**src/rtl/ahb2apb_bridge.sv**
```systemverilog
// AHB-Lite to APB bridge: one APB transfer per AHB transfer, one wait state minimum.
// Unmapped slave indices get a two-cycle AHB ERROR response without touching APB.
module ahb2apb_bridge #(
    parameter int unsigned NUM_PSLV = 4,
    parameter int unsigned SEL_LSB  = 12
) (
    input  logic                HCLK,
    input  logic                HRESET,
    input  logic                HSEL,
    input  logic                HREADY,
    input  logic [1:0]          HTRANS,
    input  logic [31:0]         HADDR,
    input  logic                HWRITE,
    input  logic [31:0]         HWDATA,
    output logic [31:0]         HRDATA,
    output logic                HREADYOUT,
    output logic [1:0]          HRESP,
    output logic [31:0]         PADDR,
    output logic                PWRITE,
    output logic [31:0]         PWDATA,
    output logic [NUM_PSLV-1:0] PSEL,
    output logic                PENABLE,
    input  logic [31:0]         PRDATA,
    input  logic                PREADY,
    input  logic                PSLVERR
);

    typedef enum logic [2:0] {
        StIdle,
        StSetup,
        StAccess,
        StErr1,
        StErr2
    } state_e;

    state_e state_q, state_d;

    logic [31:0]         addr_q;
    logic                write_q;
    logic [3:0]          idx_q;
    logic [31:0]         wdata_q;
    logic [3:0]          new_idx;
    logic                sample;
    logic                mapped;
    logic                done_ok;
    logic                accept;
    logic [NUM_PSLV-1:0] sel_onehot;
    logic                unused_htrans;

    assign unused_htrans = HTRANS[0];
    assign new_idx       = HADDR[SEL_LSB+3:SEL_LSB];
    assign sample        = HSEL & HREADY & HTRANS[1];
    assign mapped        = 32'(new_idx) < NUM_PSLV;
    assign done_ok       = (state_q == StAccess) & PREADY & ~PSLVERR;
    // A new transfer can only be taken in cycles where the bridge itself reports ready.
    assign accept        = sample & ((state_q == StIdle) | (state_q == StErr2) | done_ok);

    always_comb begin
        sel_onehot = '0;
        for (int i = 0; i < NUM_PSLV; i++) begin
            sel_onehot[i] = (idx_q == 4'(i));
        end
    end

    always_comb begin
        state_d = state_q;
        case (state_q)
            StSetup:  state_d = StAccess;
            StAccess: if (PREADY) state_d = PSLVERR ? StErr1 : StIdle;
            StErr1:   state_d = StErr2;
            default:  state_d = StIdle;
        endcase
        if (accept) begin
            state_d = mapped ? StSetup : StErr1;
        end
    end

    always_comb begin
        PSEL      = '0;
        PENABLE   = 1'b0;
        HREADYOUT = 1'b1;
        HRESP     = 2'b00;
        HRDATA    = '0;
        PWDATA    = wdata_q;
        case (state_q)
            StSetup: begin
                PSEL      = sel_onehot;
                HREADYOUT = 1'b0;
                PWDATA    = HWDATA;
            end
            StAccess: begin
                PSEL      = sel_onehot;
                PENABLE   = 1'b1;
                HREADYOUT = PREADY & ~PSLVERR;
                HRDATA    = PRDATA;
            end
            StErr1: begin
                HREADYOUT = 1'b0;
                HRESP     = 2'b01;
            end
            StErr2: begin
                HRESP     = 2'b01;
            end
            default: ;
        endcase
    end

    assign PADDR  = addr_q;
    assign PWRITE = write_q;

    always_ff @(posedge HCLK or posedge HRESET) begin
        if (HRESET) begin
            state_q <= StIdle;
            addr_q  <= '0;
            write_q <= 1'b0;
            idx_q   <= '0;
            wdata_q <= '0;
        end else begin
            state_q <= state_d;
            if (accept) begin
                addr_q  <= HADDR;
                write_q <= HWRITE;
                idx_q   <= new_idx;
            end
            // Data phase HWDATA is only guaranteed in SETUP; hold it for ACCESS.
            if (state_q == StSetup) begin
                wdata_q <= HWDATA;
            end
        end
    end

endmodule

```
**config.mk**
```make
export PLATFORM = sky130hd
export DESIGN_NAME = ahb2apb_bridge
export DESIGN_NICKNAME = d
export VERILOG_FILES = /design/src/rtl/ahb2apb_bridge.sv
export SDC_FILE = /design/constraint.sdc
export NUM_CORES = 1
export LEC_CHECK = 0
export BUFFER_PORTS_ARGS = -buffer_cell sky130_fd_sc_hd__buf_2
export CAP_MARGIN = 0
export CORE_MARGIN = 2
export CORE_UTILIZATION = 41
export DETAILED_ROUTE_END_ITERATION = 7
export PLACE_DENSITY_LB_ADDON = 0.3
export SETUP_SLACK_MARGIN = 0.5
export SYNTH_ARGS = -nofsm -noshare
export SYNTH_HDL_FRONTEND = slang
export SYNTH_SLANG_ARGS = --single-unit
```
**constraint.sdc**
```tcl
create_clock -name HCLK -period 2.6 [get_ports HCLK]
set_input_delay 0.26 -clock HCLK [delete_from_list [all_inputs] [get_ports HCLK]]
set_output_delay 0.26 -clock HCLK [all_outputs]
set_load 0.005 [all_outputs]
```
==> reports/qor.yml <==
status:
  status: "completed"
grt:
  grt_start_max_net_pins: 37
  grt_pass1_wl_mm: 10.2
  antenna_found_initial: 0
  grt_pass1_vias: 2292
  grt.overflow.total: 0
  grtUsageTotal_pct: 17.3
pwr:
  comb_power_share_pct: 42.1
  p_leak_nw: 2.28
  power_density_nw_per_um2: 1040
  p_seq_share_pct: 39.9
  peakVddDrop_v: 0.000503
  p_switching_mw: 1.37
  intPower_mw: 3.13
  power_frac_clock_pct: 18.0
  switching_share_pct: 30.4
  total_power_mw: 4.49
timing:
  drv_slew: 0
  rsz0062_at_grt: "yes"
  relSlewSlack_pct: 54.4
  finalCriticalPeriod_ps: 2050
  finalCritPeriodShare_pct: 78.9
  hold_viol: 0
  fin_skew_ps: 6.06
  worst_pin_slew_ps: 683
  setup-violations-final: 0
  setup-tns-final_ps: 0
  timing.fmax_mhz: 488
die:
  die_area_um2: 7770
  core_area_um2: 6830
  rows: 30
  die_w_um: 88.1
  initial_core_util_pct: 42.5
  ios: 210
  fp.dieH_um: 88.1
drt:
  vias_per_cell: 4.55
  wl_met2_mm: 3.59
  routed_wl_mm: 7.12
  antenna_left: 0
  drt-met1-wl_mm: 2.68
  drc_errors: 0
  drtIter0Drc: 45
  met3_length_um: 753
  wl_per_cell_um: 13.6
  vias: 2386
  dr.max_layer_used: "met4"
  firstDrtPassIters: 4
worst_setup_path:
  crit_arrival_ps: 1790
  critical_path.max_stage_delay_ps: 430
  crit_path_cell_trace: "nor2b_4, and2b_4, clkbuf_16, mux2_2, buf_2"
  start_kind: "flop"
  cp_max_fo: 8
  endpoint_kind: "primary output"
  setup.worst_path.class: "flop to primary output"
  crit_path_top_delay_cell: "dfrtp_2"
  worstPathRequired_ps: 2340
synthesis:
  syn_inst: 205
  syn_area_um2: 2900
  synth_ff_type: "dfrtp_1"
  ys_types: 25
  async_flop_share_pct: 100
  seq_area_frac_synth_pct: 58.6
  synth_fp_nets: 310
  yosysWarnings: 0
  synth_edf_count: 0
  avgSynthCellArea_um2: 14.2
  ys_seq_elements: 68
clocking:
  tritoncts.num_buffers: 9
  holdBufCountCts: 0
  insertion_delay_ps: 330
  tritoncts: "built"
  htreeDepth: 3
  clock_sinks: 68
  path_clk_slew_ps: 70
  root_buffer: "clkbuf_8"
  max-clock-path-buffers: 2
placement:
  io_buffer_count: 207
  hpwl_mm: 5.25
  place.gp.congestion: 0.826
final_layout:
  post-route-util_pct: 63.4
  syn2layout_area_growth_pct: 49.3
  layout.nets: 529
  final_common_cell: "buf_2"
  num_antenna_cells: 0
  layout-drive-gt1-share_pct: 71.7
  final_cell_mix: "buf_2, dfrtp_1, mux2_2"
run:
  cap_violations: 0
min_path:
  hp-class: "input port to asynchronous set/reset pin"
## through the flow
step / setup WS, ps / cell area [um2] / hold slack [ps] / cells
after floorplan: 628 / 2900 / 395 / 205
after global placement: 639 / 4030 / 412 / 501
after detailed placement: 615 / 4030 / 411 / 501
after CTS: 494 / 4270 / 37.1 / 519
after global routing: 479 / 4330 / 76.1 / 524
final: 549 / 4330 / 28.6 / 524
## per-layer routing
layer / vias to the layer above / global-route usage (%)
met5: - / 0
met4: 0 / 7.16
met3: 10 / 7.92
met2: 120 / 29.8
met1: 1126 / 18.4
li1: 1130 / -
## power groups by stage
stage	Clock, mW	Sequential, mW	Combinational [mW]
finish	0.808	1.79	1.89
global route	0.880	1.85	2.08
CTS	0.839	1.80	1.88
detailed placement	0	1.82	1.81
global placement	0	1.79	1.77
floorplan	0	1.81	0.927
## synthesized netlist by cell type, drive strengths merged, types with 2 or more instances
library cell,number,area [um2]
dfrtp,68,1700
nor2b,2,12.5
or2,2,12.5
and2,32,200
nor3,4,20.0
clkbuf,4,15.0
inv,4,15.0
buf,7,75.1
nor2,3,11.3
a21oi,3,26.3
mux2,65,732
## path summary, 6_finish.rpt
check                                       start               endpoint  slack (ps)  depth (start not counted)
hold / removal                             HRESET  wdata_q[20]$_DFF_PP0_          30                          2
hold reg to reg              wdata_q[6]$_DFF_PP0_   wdata_q[6]$_DFF_PP0_         490                          1
setup reg to reg           state_q[2]$_DFFE_PP0P_  PADDR[16]$_DFFE_PP0P_         640                          4
min in group HCLK                        HADDR[6]   PADDR[6]$_DFFE_PP0P_         150                          2
setup / recovery           state_q[1]$_DFFE_PP0P_              PWDATA[0]         550                          5
max in group asynchronous                  HRESET   PADDR[2]$_DFFE_PP0P_        1940                          3
## critical path, delay by kind of cell, from the launching register on
family                 cells  cell delay [ps]
flip-flops                 1              430
AND/OR/NAND/NOR            2              370
multiplexers               1              340
buffers and inverters      2              320
## area by class of cell
cell class              count  area [um2]
well taps                  96         120
inverters                   4        15.0
clock inverters             5        53.8
fillers                   569        2500
multi-input cells         122        1110
clock buffers              10         128
repair buffers            219        1200
flip-flops and latches     68        1710
## repair_timing
item,in CTS,in global routing
cloned,1,1
gates resized for setup,9,2
setup endpoints to repair,32,32
setup buffers,2,4
## flip-flops by register name (all words and copies together) (netlist names)
signal	cells
PADDR	32
PWRITE	1
state_q	3
wdata_q	32
## logic make-up after synthesis
logic type / share of synthesized area (%)
DFF: 58.6
muxes: 25.2
and+or+nand+nor: 10.4
buffers and inverters: 3.62
AOI/OAI and AO/OA: 2.03
other: 0.129
(Power assumes the default switching activity.)
